**src/rtl/lfsr_sched_pkg.sv**
```systemverilog
// Shared encodings for the LFSR request scheduler: op codes, FSM states and
// the power-on tap mask.
package lfsr_sched_pkg;

    localparam logic [1:0] OP_DRAW = 2'b00;
    localparam logic [1:0] OP_LOAD = 2'b01;
    localparam logic [1:0] OP_RST  = 2'b10;
    localparam logic [1:0] OP_RSVD = 2'b11;

    typedef logic [2:0] state_t;

    localparam state_t ST_IDLE = 3'd0;
    localparam state_t ST_LOAD = 3'd1;
    localparam state_t ST_RST  = 3'd2;
    localparam state_t ST_STEP = 3'd3;
    localparam state_t ST_CAPT = 3'd4;

    localparam logic [31:0] TAPS_RST = 32'h8020_0003;

endpackage

```
**src/rtl/lfsr_sched_rr_arbiter.sv**
```systemverilog
// Pointer-based round-robin arbiter: searches ptr+1 .. ptr (mod R) and
// remembers the last winner only when the grant is actually taken.
module rr_arbiter #(
    parameter int R  = 4,
    parameter int PW = 2
) (
    input  logic          clk,
    input  logic          rst_n,
    input  logic [R-1:0]  req,
    input  logic          accept,
    output logic [R-1:0]  grant,
    output logic [PW-1:0] grant_idx
);

    logic [PW-1:0] ptr;
    logic [PW-1:0] cand;
    logic          found;

    always_comb begin
        grant     = '0;
        grant_idx = ptr;
        cand      = '0;
        found     = 1'b0;
        for (int i = 1; i <= R; i++) begin
            cand = PW'((int'(ptr) + i) % R);
            if (!found && req[cand]) begin
                found       = 1'b1;
                grant[cand] = 1'b1;
                grant_idx   = cand;
            end
        end
    end

    // Reset to R-1 so that requester 0 is first in the search order.
    always_ff @(posedge clk or negedge rst_n) begin
        if (!rst_n) begin
            ptr <= PW'(R - 1);
        end else if (accept) begin
            ptr <= grant_idx;
        end
    end

endmodule

```
**src/rtl/lfsr_sched.sv**
```systemverilog
// Round-robin scheduler sharing one Galois LFSR among R requesters; owns the
// tap register and sequences the LFSR load/step/reset strobes.
module lfsr_sched
    import lfsr_sched_pkg::*;
#(
    parameter int           N        = 32,
    parameter int           R        = 4,
    parameter int           SW       = 6,
    parameter logic [N-1:0] TAPS_RST = lfsr_sched_pkg::TAPS_RST
) (
    input  logic            clk,
    input  logic            rst_n,
    input  logic [R-1:0]    req_valid,
    input  logic [2*R-1:0]  req_op,
    input  logic [N*R-1:0]  req_seed,
    input  logic [SW*R-1:0] req_steps,
    input  logic [R-1:0]    req_half,
    output logic [R-1:0]    req_ready,
    output logic [R-1:0]    resp_valid,
    output logic [N-1:0]    resp_data,
    output logic            resp_err,
    input  logic            cfg_we,
    input  logic [N-1:0]    cfg_taps,
    output logic            busy,
    output logic            lfsr_rst,
    output logic            lfsr_ld,
    output logic            lfsr_en,
    output logic            lfsr_sel0,
    output logic            lfsr_sel1,
    output logic [N-1:0]    lfsr_taps,
    output logic [N-1:0]    lfsr_seed,
    input  logic [N-1:0]    lfsr_q
);

    localparam int PW = (R > 1) ? $clog2(R) : 1;

    state_t         state;
    logic [N-1:0]   taps_reg;
    logic [N-1:0]   taps_act;
    logic [N-1:0]   seed_q;
    logic [SW-1:0]  cnt;
    logic           half_q;
    logic           err_q;
    logic           rst_first;
    logic [PW-1:0]  gidx_q;

    logic [R-1:0]   grant;
    logic [PW-1:0]  grant_idx;
    logic           accept;
    logic [1:0]     g_op;
    logic [N-1:0]   g_seed;
    logic [SW-1:0]  g_steps;
    logic           g_half;

    assign accept = (state == ST_IDLE) && (|req_valid);

    rr_arbiter #(
        .R  (R),
        .PW (PW)
    ) u_arb (
        .clk       (clk),
        .rst_n     (rst_n),
        .req       (req_valid),
        .accept    (accept),
        .grant     (grant),
        .grant_idx (grant_idx)
    );

    always_comb begin
        g_op    = req_op[int'(grant_idx)*2 +: 2];
        g_seed  = req_seed[int'(grant_idx)*N +: N];
        g_steps = req_steps[int'(grant_idx)*SW +: SW];
        g_half  = req_half[grant_idx];
    end

    always_ff @(posedge clk or negedge rst_n) begin
        if (!rst_n) begin
            state      <= ST_IDLE;
            seed_q     <= '0;
            cnt        <= '0;
            half_q     <= 1'b0;
            err_q      <= 1'b0;
            gidx_q     <= '0;
            taps_act   <= TAPS_RST;
            resp_valid <= '0;
            resp_data  <= '0;
            resp_err   <= 1'b0;
        end else begin
            resp_valid <= '0;
            case (state)
                ST_IDLE: begin
                    if (accept) begin
                        seed_q   <= g_seed;
                        cnt      <= g_steps;
                        half_q   <= g_half;
                        gidx_q   <= grant_idx;
                        err_q    <= (g_op == OP_RSVD);
                        taps_act <= taps_reg;
                        case (g_op)
                            OP_DRAW: state <= (g_steps == '0) ? ST_CAPT : ST_STEP;
                            OP_LOAD: state <= ST_LOAD;
                            OP_RST:  state <= ST_RST;
                            default: state <= ST_CAPT;
                        endcase
                    end
                end
                ST_LOAD, ST_RST: state <= ST_CAPT;
                ST_STEP: begin
                    cnt <= cnt - SW'(1);
                    if (cnt <= SW'(1)) begin
                        state <= ST_CAPT;
                    end
                end
                ST_CAPT: begin
                    // Half mode returns the upper half-word zero-extended.
                    resp_data  <= half_q ? {{(N-16){1'b0}}, lfsr_q[N-1:N-16]} : lfsr_q;
                    resp_valid <= R'(1) << gidx_q;
                    resp_err   <= err_q;
                    state      <= ST_IDLE;
                end
                default: state <= ST_IDLE;
            endcase
        end
    end

    // Staged tap mask: only the copy taken at grant time reaches the LFSR.
    always_ff @(posedge clk or negedge rst_n) begin
        if (!rst_n) begin
            taps_reg  <= TAPS_RST;
            rst_first <= 1'b1;
        end else begin
            rst_first <= 1'b0;
            if (cfg_we) begin
                taps_reg <= cfg_taps;
            end
        end
    end

    assign req_ready = accept ? grant : '0;
    assign busy      = (state != ST_IDLE);
    assign lfsr_rst  = rst_first || (state == ST_RST);
    assign lfsr_ld   = (state == ST_LOAD);
    assign lfsr_en   = (state == ST_STEP);
    assign lfsr_sel0 = (state != ST_IDLE) && half_q;
    assign lfsr_sel1 = 1'b0;
    assign lfsr_taps = taps_act;
    assign lfsr_seed = (state == ST_LOAD) ? seed_q : '0;

endmodule

```
**config.mk**
```make
export PLATFORM = sky130hd
export DESIGN_NAME = lfsr_sched
export DESIGN_NICKNAME = d
export VERILOG_FILES = /design/src/rtl/lfsr_sched_pkg.sv /design/src/rtl/lfsr_sched_rr_arbiter.sv /design/src/rtl/lfsr_sched.sv
export SDC_FILE = /design/constraint.sdc
export NUM_CORES = 1
export LEC_CHECK = 0
export CELL_PAD_IN_SITES_DETAIL_PLACEMENT = 1
export CELL_PAD_IN_SITES_GLOBAL_PLACEMENT = 1
export CORE_ASPECT_RATIO = 0.7
export CORE_MARGIN = 1
export CORE_UTILIZATION = 30
export CTS_CLUSTER_DIAMETER = 120
export DETAILED_ROUTE_END_ITERATION = 10
export HOLD_SLACK_MARGIN = 0.12
export PLACE_DENSITY = 0.76
export SLEW_MARGIN = 20
export SYNTH_ARGS = -nofsm -noshare
export SYNTH_HDL_FRONTEND = slang
export SYNTH_SLANG_ARGS = --single-unit
```
**constraint.sdc**
```tcl
create_clock -name clk -period 9 [get_ports clk]
set_clock_uncertainty 0.1 [all_clocks]
set_input_delay 1.35 -clock clk [delete_from_list [all_inputs] [get_ports clk]]
set_output_delay 1.35 -clock clk [all_outputs]
set_load 0.03 [all_outputs]
```
; ---- Yosys cells after proc, flatten, opt, wreduce, memory -nomap -nowiden
; Cells that the tools add are included.
; Widths: inputs -> output; s select.
[totals]
regBits = 149
in_bits = 235
elab_cells = 108
[classes]
addsub = 5
mul = 1
n_lt_le_gt_ge = 10
n_eq_ne = 9
n_shift = 4
muxes = 40
n_bitwise = 3
reduce_logical = 23
[op_table]
columns = op, count
row1 = $shiftx 128x8->32, 1
row2 = $mux 32, 2
row3 = $mux 4, 6
row4 = $shiftx 24x6->6, 1
row5 = $pmux 3 s3, 2
row6 = $lt 2x3->1 const B, 5
row7 = $mux 1, 12
row8 = $or 4x4->4, 3
row9 = $pmux 6 s2, 1
row10 = $bmux 1 s2, 5
row11 = $logic_and 1x1->1, 9
row12 = $mux 3, 3
row13 = $demux 1 s2, 4
row14 = $ge 2x1->1 const B, 4
row15 = $mux 2, 4
row16 = $shiftx 8x4->2, 1
row17 = $eq 3x2->1 const B, 2
row18 = $le 6x1->1 const B, 1
row19 = $logic_not 6->1, 1
row20 = $mux 6, 1
row21 = $reduce_and 2->1, 3
row22 = $sub 6x1->6 const B, 1
row23 = $add 2x1->2 const B, 2
row24 = $add 2x2->2 const B, 2
row25 = other kinds (16), 19

; ---- Logic depth before layout (Yosys ltp)
; Gate-level depths: netlist of the first run.
[depth]
word_depth = 20
ltp_mapped = 14

; ---- Modules after synthesis
; Synthesis of the first run repeated with hierarchy kept, for this count alone.
[unflattened]
cells_unflattened = 612
area_unflattened_um2 = 7822.5
[by_module_without_submodules]
columns = module, instances, cells_per_inst, area_each_um2
row1 = lfsr_sched, 1, 527, 7130.6
row2 = rr_arbiter, 1, 85, 691.9

; ---- Worst setup path before layout of the first run
; OpenSTA, ideal clock, no wires.
[synth_timing]
path_type = in2out
from = input req_valid[0]
to = output req_ready[0]
arrival_ns = 2.858
t_required_ns = 7.550
path_slack_ns = 4.692
cell_stages = 6
cell_sequence = nor4_1 > or2_2 > clkbuf_1 > clkbuf_1 > buf_1 > a21oi_1
[synth_via]
elab_chain_len = 13
elab_cells_between_ends = 27
classes_between = mux (16) / bitwise (3) / reduce/logical (8)
[synth_lines]
columns = item, line_no
row1 = from (decl), lfsr_sched.sv:13  ; input logic [R-1:0] req_valid,
row2 = $bmux 1 s2, lfsr_sched_rr_arbiter.sv:26  ; if (!found && req[cand]) begin
row3 = $mux 1 (not written as such), lfsr_sched_rr_arbiter.sv:26
row4 = $mux 1, lfsr_sched_rr_arbiter.sv:26
row5 = $logic_not 1->1, lfsr_sched_rr_arbiter.sv:26
row6 = $logic_and 1x1->1, lfsr_sched_rr_arbiter.sv:26
row7 = $mux 1, lfsr_sched_rr_arbiter.sv:26
row8 = $logic_not 1->1, lfsr_sched_rr_arbiter.sv:26
row9 = $logic_and 1x1->1, lfsr_sched_rr_arbiter.sv:26
row10 = $mux 1, lfsr_sched_rr_arbiter.sv:26
row11 = $logic_not 1->1, lfsr_sched_rr_arbiter.sv:26
row12 = $logic_and 1x1->1, lfsr_sched_rr_arbiter.sv:26
row13 = $mux 4, lfsr_sched_rr_arbiter.sv:26
row14 = $mux 4 (*), lfsr_sched.sv:139  ; assign req_ready = accept ? grant : '0;
row15 = to (decl), lfsr_sched.sv:18  ; output logic [R-1:0] req_ready,
; Mark *: on every way between the ends. The rest lies on a longest branch, timed or not. The select of a mux whose other input is x is not followed.

; ---- Final worst setup path of the first run
[layout_timing]
from = input req_valid[3]
to = output req_ready[3]
; The elaborated chain is that of the path after synthesis.

==> results of run 1 <==
worst min-delay path by stage:
stage          slack [ns]                        end  cells after the start                     start
5_1_grt              0.38  lfsr_taps[31]$_DFFE_PN1P_                      2  taps_reg[31]$_DFFE_PN1P_
3_5_place_dp         0.34   lfsr_taps[1]$_DFFE_PN1P_                      2   taps_reg[1]$_DFFE_PN1P_
4_1_cts              0.36   lfsr_taps[1]$_DFFE_PN1P_                      2   taps_reg[1]$_DFFE_PN1P_
3_3_place_gp         0.34   lfsr_taps[1]$_DFFE_PN1P_                      2   taps_reg[1]$_DFFE_PN1P_
6_report             0.35  lfsr_taps[31]$_DFFE_PN1P_                      2  taps_reg[31]$_DFFE_PN1P_
2_1_floorplan        0.33   lfsr_taps[0]$_DFFE_PN1P_                      2   taps_reg[0]$_DFFE_PN1P_
final cells by class:
cell class	count	area share, %
clock inverter	8	0.639
multi-input combinational	713	32.0
inverter	9	0.278
tap	331	3.41
sequential	149	30.8
clock buffer	24	3.88
timing repair buffer	353	28.9
worst max-delay path: stages:
cell and delay (ns):
clkdlybuf4s50_1 0.61, mux2i_1 0.23, or3_1 0.39, a21oi_1 0.34, a222oi_1 0.15, a21oi_1 0.16, clkdlybuf4s50_1 0.69
cells by family after synthesis:
kind of cell             Yosys count
AND/OR/NAND/NOR                  483
flip-flops                       149
AO/OA/AOI/OAI                    139
multiplexers                      73
buffers and inverters             70
adder cells (fa/ha/maj)           12
XOR/XNOR                           4
other                              1
power breakdown:
group / internal, mW / switching, mW / leakage, nW
clock network: 0.395 / 0.289 / 0.265
registers: 0.959 / 0.165 / 1.80
logic: 1.04 / 1.73 / 3.20
per-layer routing:
metal / track usage, % / vias up / share of wire (%) / wire, um
met1: 26.3 / 3620 / 46 / 12800
li1: - / 3687 / - / -
met2: 33.8 / 199 / 45 / 12500
met5: 0 / - / 0 / 0
met3: 7.20 / 26 / 7.5 / 2080
met4: 5.21 / 0 / 1.3 / 374
placed cells by master, fill, tap and decap left out, drive strengths merged, types with 4 or more instances in the layout:
master,Yosys,layout
nand2,251,251
o21ai,107,107
ha,12,12
clkbuf,36,24
inv,9,10
nor3,8,8
a222oi,4,4
and2,35,35
a21oi,13,13
clkdlybuf4s50,0,343
dfrtp,138,138
clkinv,0,4
nor2,119,119
nand3,38,38
dfstp,11,11
mux2i,32,32
buf,25,10
nor3b,4,4
nand2b,17,17
mux2,39,39
==> metrics, run 1 <==
Clock Latency Late Sink ~0.42 ns; placer congestion estimate around 0.85; final setup fails 0; Setup crit start req_valid[3]; layout cells sized above 1 roughly 8%; first-pass GRT wire length about 43,000 um; # nets final between 1,000 and 1,500; initial antenna violation count 0; setup TNS 0 ns; multi-input logic area ~0.0039 mm^2; top-count cell post-synth nand2_1; max-cap viol count 0; share of the synthesized area in the top cell type 43.8%; WP data required between 7 and 8 ns; Routed WL between 20,000 and 30,000 um; # hold bufs at CTS 0; RSZ-0062 raised after global routing no; # clock sinks ~150; Post-Synth Adder-Cell Area about 1.9%; post-synthesis instance total approximately 930; WS Path Type primary input to output port; non-filler instance count after layout 1,587; Core Region around 0.026 mm^2; fin crit period approximately 5.4 ns; simple-gate area share of the yosys netlist a little over a quarter; Die W 196 um; Routed Antenna Nets 0; xor/xnor share of the synthesized area 0.778%; top cells by area, synth dfrtp_1 (44%), nand2_1 (12%), o21ai_0 (6.8%); largest net degree at the start of global routing 86; post-DR vias/cell around 4.7; Post-synth ARST share 100%; Place WS 3.67 ns; CP arrival between 3 and 4 ns; DR WL/cell 17.5 um; Crit. End Element output port; Reg2Reg Depth 13; total grt overflow 0; Antenna Cells 0; peak supply drop about 0.30 mV; Worst Slack Setup Final between 3 and 4 ns; root buf cell clkbuf_16; Pwr per Cell Area approximately 380 mW/mm^2; post-route cell area ~0.012 mm^2; final HPWL from detailed placement 20,000 um; IO Pins between 300 and 400; sequential area share after synthesis approximately 47%; Via Count 7,532; worst-case clock buffer depth 2; cts repair resizes 0; reg-to-reg critical path endpoint state[2]$_DFFE_PN0P_; Die ar. between 0.02 and 0.03 mm^2; post-synthesis cell area 0.00788 mm^2; leakage 5.26 nW; placed insts about 1,600; critical path peak fanout 7; # Post-CTS Setup Buffers 0; 1st-iter DRT viols around 220; Worst setup SP type primary input; outcome completed; number of synthesized flops with an enable pin 0; reg-to-reg setup timing slack about 4.1 ns; Yosys reg bits 149; clk slew on worst S/H paths 0.06 ns; Post-synth top cells nand2_1 (251), dfrtp_1 (138), nor2_1 (119); final cycle utilization of the critical path 59.7%; Worst Tran Pin Value roughly 1 ns; worst relative slew slack ~34%; # fillers ~3,000; Final Max Slew Viols 0; row count between 40 and 50; PortBufs approximately 340; number of buffers created by CTS 17; Synth area leader dfrtp_1; drt drc 0; FMAX between 150 and 200 MHz; H-Tree Level Count 4; GRT Total Usage around a fifth; Fin Hold WS about 0.35 ns; CTS tree built; Synth Flop Type dfrtp_1; Setup crit end req_ready[3]; largest family of logic cells by synthesized area simple AND/OR/NAND/NOR gates; r2r startpoint u_arb.ptr[0]$_DFFE_PN1P_; Hold WC Path Type flop to flop; Syn-to-layout area delta 54.0%; mux contribution to synthesized area between 10% and 20%; Final Power 4.58 mW; FF/Latch Area 0.00374 mm^2; Die Span Y about 140 um; Starting Density a little under a third; Compound-Gate Fraction of Synth Area about a tenth; syn_area_per_cell between 8 and 9 um^2; final core occ 47.2%; final count of hold timing violations 0; Yosys warning count 0; drt first pass iters 4; number of global-route vias before repair ~7,700; post-placement cell area between 0.01 and 0.015 mm^2; synth unique cells 44
No activity file was read; power rests on OpenSTA's default activity.
==> run 2: changes to the inputs <==
==> constraint.sdc (replaced) <==
create_clock -name clk -period 5.5 [get_ports clk]
set_clock_uncertainty 0.1 [all_clocks]
set_input_delay 0.825 -clock clk [delete_from_list [all_inputs] [get_ports clk]]
set_output_delay 0.825 -clock clk [all_outputs]
set_load 0.03 [all_outputs]
==> run 2 against run 1 <==
Net effect: global-route usage is 0.40 points higher; final cell count hardly changed; sequential share of layout area down 0.26 points; clock power up 89%; hold slack worse by 0.020 ns; final area is 0.85% higher; via count grew 0.70%; combinational power up 63%; non-clock buffer count is 1 higher; power grew 67%; flip-flop and latch count unchanged; count of clock-buffer cells in the layout is 2 lower; largest cell class unchanged.
==> metrics, run 2 (synthesized netlist as in run 1, its figures left out) <==
outcome completed (unchanged); # hold bufs at CTS 0 (unchanged); Hold WC Path Type primary input to async pin (was flop to flop); Psw 3.57 mW (was 2.18 mW); DR WL/cell 18.0 um (was 17.5 um); Place WS 0.906 ns (was 3.67 ns); non-filler instance count after layout 1,588 (was 1,587); Starting Density 30.6% (unchanged); final HPWL from detailed placement 20,500 um (was 20,000 um); Final Max Slew Viols 0 (unchanged); Routed Antenna Nets 0 (unchanged); Antenna Cells 0 (unchanged); number of buffers created by CTS 17 (unchanged); Die ar. 0.0269 mm^2 (unchanged); final setup fails 0 (unchanged); critical path peak fanout 14 (was 7); Core Region 0.0257 mm^2 (unchanged); commonest non-fill, non-tap cell in the layout clkdlybuf4s50_1 (unchanged); Worst Tran Pin Value 1.07 ns (was 0.992 ns); Syn-to-layout area delta 55.4% (was 54.0%); RSZ-0062 raised after global routing no (unchanged); drt first pass iters 4 (unchanged); row count 49 (unchanged); met2 WL 13,400 um (was 12,500 um); number of global-route vias before repair 7,724 (was 7,741); H-Tree Level Count 4 (unchanged); P_int 4.07 mW (was 2.40 mW); Via Count 7,585 (was 7,532); leakage 5.32 nW (was 5.26 nW); WS Path Type flop to output port (was primary input to output port); delay-heaviest family, CP buffers and inverters (unchanged); power share of the clock group 16.9% (was 14.9%); post-DR vias/cell 4.78 (was 4.75); # clock sinks 149 (unchanged); slowest stage delay, CP 0.77 ns (was 0.69 ns); IO Pins 346 (unchanged); slowest stage cell, crit path dfstp_2 (was clkdlybuf4s50_1); root buf cell clkbuf_16 (unchanged); # Post-CTS Setup Buffers 0 (unchanged); sw frac 46.7% (was 47.6%); Combinational Power Share 59.0% (was 60.5%); Die Span Y 138 um (unchanged); setup TNS 0 ns (unchanged); cts repair resizes 0 (unchanged); drt drc 0 (unchanged); # fillers 2,988 (was 3,000); # nets final 1,491 (was 1,490); Clock Latency Late Sink 0.43 ns (was 0.42 ns); multi-input logic area 0.00389 mm^2 (unchanged); initial antenna violation count 0 (unchanged); layout cells sized above 1 8.27% (was 7.96%); FF/Latch Area 0.00374 mm^2 (unchanged); FMAX 213 MHz; DR top layer met4 (unchanged); Sequential Power Share 24.1% (was 24.5%); 1st-iter DRT viols 246 (was 224); commonest non-fill, non-tap cells in the layout clkdlybuf4s50_1 (343), nand2_1 (250), dfrtp_1 (138) (unchanged); worst relative slew slack 28.9% (was 33.9%); Pwr per Cell Area 624 mW/mm^2 (was 377 mW/mm^2); placed insts 1,556 (was 1,555); Fin Hold WS 0.331 ns (was 0.351 ns); Crit. End Element output port (unchanged); crit-path cells inv_1, ha_1, mux4_2, a222oi_1, a21oi_1, clkdlybuf4s50_1 (was clkdlybuf4s50_1, mux2i_1, or3_1, a21oi_1, a222oi_1, a21oi_1, clkdlybuf4s50_1); Final Power 7.64 mW (was 4.58 mW); PortBufs 344 (unchanged); M1 WL 12,900 um (was 12,800 um); GRT Total Usage 21.1% (was 20.7%); total grt overflow 0 (unchanged); worst-case clock buffer depth 2 (unchanged); Die W 196 um (unchanged); Worst Slack Setup Final 0.806 ns (was 3.63 ns); clk slew on worst S/H paths 0.07 ns (was 0.06 ns); final count of hold timing violations 0 (unchanged); placer congestion estimate 0.826 (was 0.855); WL met3 1950 um (was 2080 um); Worst setup SP type flop (was primary input); final cycle utilization of the critical path a little under nine tenths; largest net degree at the start of global routing 84 (was 86); fin crit period 4.69 ns; CP Buf/Inv Count 2 (unchanged); peak supply drop 0.355 mV (was 0.302 mV); first-pass GRT wire length 43,800 um (was 43,100 um); CTS tree built (unchanged); CP arrival 3.77 ns (was 3.92 ns); Routed WL 28,600 um (was 27,700 um); max-cap viol count 0 (unchanged); WP data required 4.58 ns (was 7.55 ns)
## run 2: power by group through the flow
stage                     Clock, mW  Sequential (mW)  Combinational [mW]
after floorplan                   0             2.24                2.62
after global placement            0             1.83                4.43
after detailed placement          0             1.86                4.55
after CTS                      1.33             1.85                4.57
after global routing           1.37             1.90                5.01
final                          1.29             1.84                4.51
## run 2: through the flow
stage / cell area (um^2) / util (%)
detailed placement: 11600 / 45.0
CTS: 12200 / 47.5
floorplan: 7890 / -
finish: 12200 / 47.6
global route: 12200 / 47.6
global placement: 11600 / 45.0
## run 2: worst paths after layout
check	start	endpoint	slack [ns]	depth (start not counted)
min reg2reg	taps_reg[31]$_DFFE_PN1P_	lfsr_taps[31]$_DFFE_PN1P_	0.35	2
min in group clk	taps_reg[31]$_DFFE_PN1P_	lfsr_taps[31]$_DFFE_PN1P_	0.35	2
max reg2reg	u_arb.ptr[0]$_DFFE_PN1P_	state[2]$_DFFE_PN0P_	0.93	12
max	u_arb.ptr[0]$_DFFE_PN1P_	req_ready[1]	0.81	6
min	rst_n	lfsr_taps[19]$_DFFE_PN0P_	0.33	1
max in group asynchronous	rst_n	seed_q[30]$_DFFE_PN0P_	3.76	2
## run 2: worst register-to-register path: stages, from the launching register on
cell and delay, ns:
dfstp_2 0.77, inv_1 0.33, ha_1 0.46, mux4_2 0.44, nor2b_4 0.07, o21bai_4 0.23
xnor2_4 0.84, mux2i_1 0.19, mux2_2 0.35, ha_1 0.30, nor2b_1 0.12, o21ai_0 0.14
o211a_1 0.17
## run 2: routing by layer
layer  GRT usage (%)  up-vias
met4            5.12        0
met2            35.6      223
met3            6.44       24
li1                -     3689
met1            26.5     3649
met5               0        -
## run 2: area by class of cell
| type | instances | area share (%) |
|---|---|---|
| clock buffer | 22 | 3.87 |
| clock inverter | 10 | 1.40 |
| inverter | 9 | 0.276 |
| multi-input combinational | 713 | 31.8 |
| sequential | 149 | 30.6 |
| tap | 331 | 3.38 |
| timing repair buffer | 354 | 28.7 |
==> run 3: changes to the inputs <==
--- a/config.mk
+++ b/config.mk
@@ -6,10 +6,10 @@
 export NUM_CORES = 1
 export LEC_CHECK = 0
 export CELL_PAD_IN_SITES_DETAIL_PLACEMENT = 1
-export CELL_PAD_IN_SITES_GLOBAL_PLACEMENT = 1
+export CELL_PAD_IN_SITES_GLOBAL_PLACEMENT = 2
 export CORE_ASPECT_RATIO = 0.7
 export CORE_MARGIN = 1
-export CORE_UTILIZATION = 30
+export CORE_UTILIZATION = 23
 export CTS_CLUSTER_DIAMETER = 120
 export DETAILED_ROUTE_END_ITERATION = 10
 export HOLD_SLACK_MARGIN = 0.12
==> run 3 against run 2 <==
Net effect: count of clock-buffer cells in the layout is 4 lower; non-clock buffer count up 8; final area grew 0.96%; critical path depth rose by 1; sequential share of layout area decreased by 0.29 points; worst setup slack worse by 0.16 ns; combinational power is 3% higher; sequential power barely moved; clock power decreased by 12%; via count up 0.46%; largest cell class unchanged.
==> metrics, run 3 (synthesized netlist as in run 1, its figures left out) <==
# Post-CTS Setup Buffers 0 (unchanged); drt drc 0 (unchanged); peak supply drop 0.349 mV (was 0.355 mV); setup TNS 0 ns (unchanged); total grt overflow 0 (unchanged); post-route cell area 0.0124 mm^2 (was 0.0122 mm^2); # fillers 3,849 (was 2,988); WP data required 4.58 ns (about the same); final HPWL from detailed placement 21,400 um (was 20,500 um); FMAX 206 MHz (was 213 MHz); root buf cell clkbuf_16 (unchanged); commonest non-fill, non-tap cells in the layout clkdlybuf4s50_1 (343), nand2_1 (250), dfrtp_1 (138) (unchanged); worst relative slew slack 34.3% (was 28.9%); first-pass GRT wire length 45,600 um (was 43,800 um); Worst Tran Pin Value 0.985 ns (was 1.07 ns); Top Usage Layer GRT met2 (unchanged); CP arrival 3.93 ns (was 3.77 ns); # nets final 1,499 (was 1,491); drt first pass iters 5 (was 4); leakage 5.31 nW (was 5.32 nW); clk slew on worst S/H paths 0.07 ns (about the same); GRT met3 Usage 4.37% (was 6.44%); Die W 223 um (was 196 um); Worst Slack Setup Final 0.641 ns (was 0.806 ns); placer congestion estimate 0.805 (was 0.826); outcome completed (unchanged); Die Span Y 157 um (was 138 um); CTS tree built (unchanged); Syn-to-layout area delta 56.9% (was 55.4%); max-cap viol count 0 (unchanged); Final Max Slew Viols 0 (unchanged); final cycle utilization of the critical path 88.4% (was 85.4%); Routed Antenna Nets 0 (unchanged); Worst setup SP type flop (unchanged); GRT met2 Usage 27.9% (was 35.6%); M1 GR Usage 21.6% (was 26.5%); Place WS 0.816 ns (was 0.906 ns); # hold bufs at CTS 0 (unchanged); Starting Density 23.4% (was 30.6%); cts repair resizes 0 (unchanged); Pwr per Cell Area 615 mW/mm^2 (was 624 mW/mm^2); row count 56 (was 49); Antenna Cells 0 (unchanged); post-DR vias/cell 4.48 (was 4.78); initial antenna violation count 1 (was 0); layout cells sized above 1 9.01% (was 8.27%); largest net degree at the start of global routing 75 (was 84); GRT Total Usage 16.9% (was 21.1%); final setup fails 0 (unchanged); IO Pins 346 (unchanged); Via Count 7,620 (was 7,585); commonest non-fill, non-tap cell in the layout clkdlybuf4s50_1 (unchanged); Routed WL 29,300 um (was 28,600 um); Core Region 0.0336 mm^2 (was 0.0257 mm^2); H-Tree Level Count 4 (unchanged); final count of hold timing violations 0 (unchanged); 1st-iter DRT viols 314 (was 246); number of buffers created by CTS 17 (unchanged); Hold WC Path Type primary input to async pin (unchanged); number of global-route vias before repair 8,002 (was 7,724); fin crit period 4.86 ns (was 4.69 ns); Clock Latency Late Sink 0.43 ns (about the same); RSZ-0062 raised after global routing no (unchanged); final core occ 36.8% (was 47.6%); Die ar. 0.0350 mm^2 (was 0.0269 mm^2); critical path peak fanout 14 (unchanged); worst-case clock buffer depth 2 (unchanged); WS Path Type flop to output port (unchanged); DR WL/cell 17.2 um (was 18.0 um); PortBufs 344 (unchanged); post-placement cell area 0.0118 mm^2 (was 0.0116 mm^2); # clock sinks 149 (unchanged); Crit. End Element output port (unchanged)
## run 3: metal layers
layer	wire length, um	vias up
met2	13700	180
met5	13	-
met3	1480	35
li1	-	3701
met4	459	2
met1	13600	3702
## run 3: cell type report
cell class	count	area (um^2)	share of cell area (%)
inverters	9	33.8	0.273
flip-flops and latches	149	3740	30.3
multi-input cells	713	3900	31.5
well taps	435	544	4.40
repair buffers	362	3590	29.1
clock buffers	18	439	3.55
clock inverters	14	116	0.941
## run 3: where the power goes
group / leakage (nW) / internal [mW] / switching (mW)
combinational: 3.25 / 1.79 / 2.84
clock: 0.262 / 0.600 / 0.530
sequential: 1.80 / 1.57 / 0.266
## run 3: through the flow
step | hold WS [ns] | std cells | total power, mW
5_1_grt | 0.371 | 1700 | 8.30
4_1_cts | 0.343 | 1700 | 7.76
6_report | 0.317 | 1700 | 7.60
3_5_place_dp | 0.347 | 1668 | 6.57
3_3_place_gp | 0.340 | 1668 | 6.44
2_1_floorplan | 0.333 | 932 | 4.86
## run 3: critical path: stages (launching register included)
cell             delay, ns
dfstp_2               0.77
inv_1                 0.30
ha_1                  0.47
mux4_2                0.62
nor2b_4               0.19
a222oi_1              0.11
a21oi_1               0.30
clkdlybuf4s50_1       0.73
## run 3: final timing paths
check                                               from                         to  slack (ns)  cells after the start
worst max-delay path            u_arb.ptr[0]$_DFFE_PN1P_               req_ready[1]        0.64                      7
worst min-delay path                               rst_n   taps_reg[14]$_DFFE_PN0P_        0.32                      1
worst max register to register  u_arb.ptr[0]$_DFFE_PN1P_      seed_q[7]$_DFFE_PN0P_        0.93                     12
worst min register to register   taps_reg[0]$_DFFE_PN1P_   lfsr_taps[0]$_DFFE_PN1P_        0.35                      2
max in group asynchronous                          rst_n  resp_data[26]$_DFFE_PN0P_        3.87                      2
min in group clk                 taps_reg[0]$_DFFE_PN1P_   lfsr_taps[0]$_DFFE_PN1P_        0.35                      2
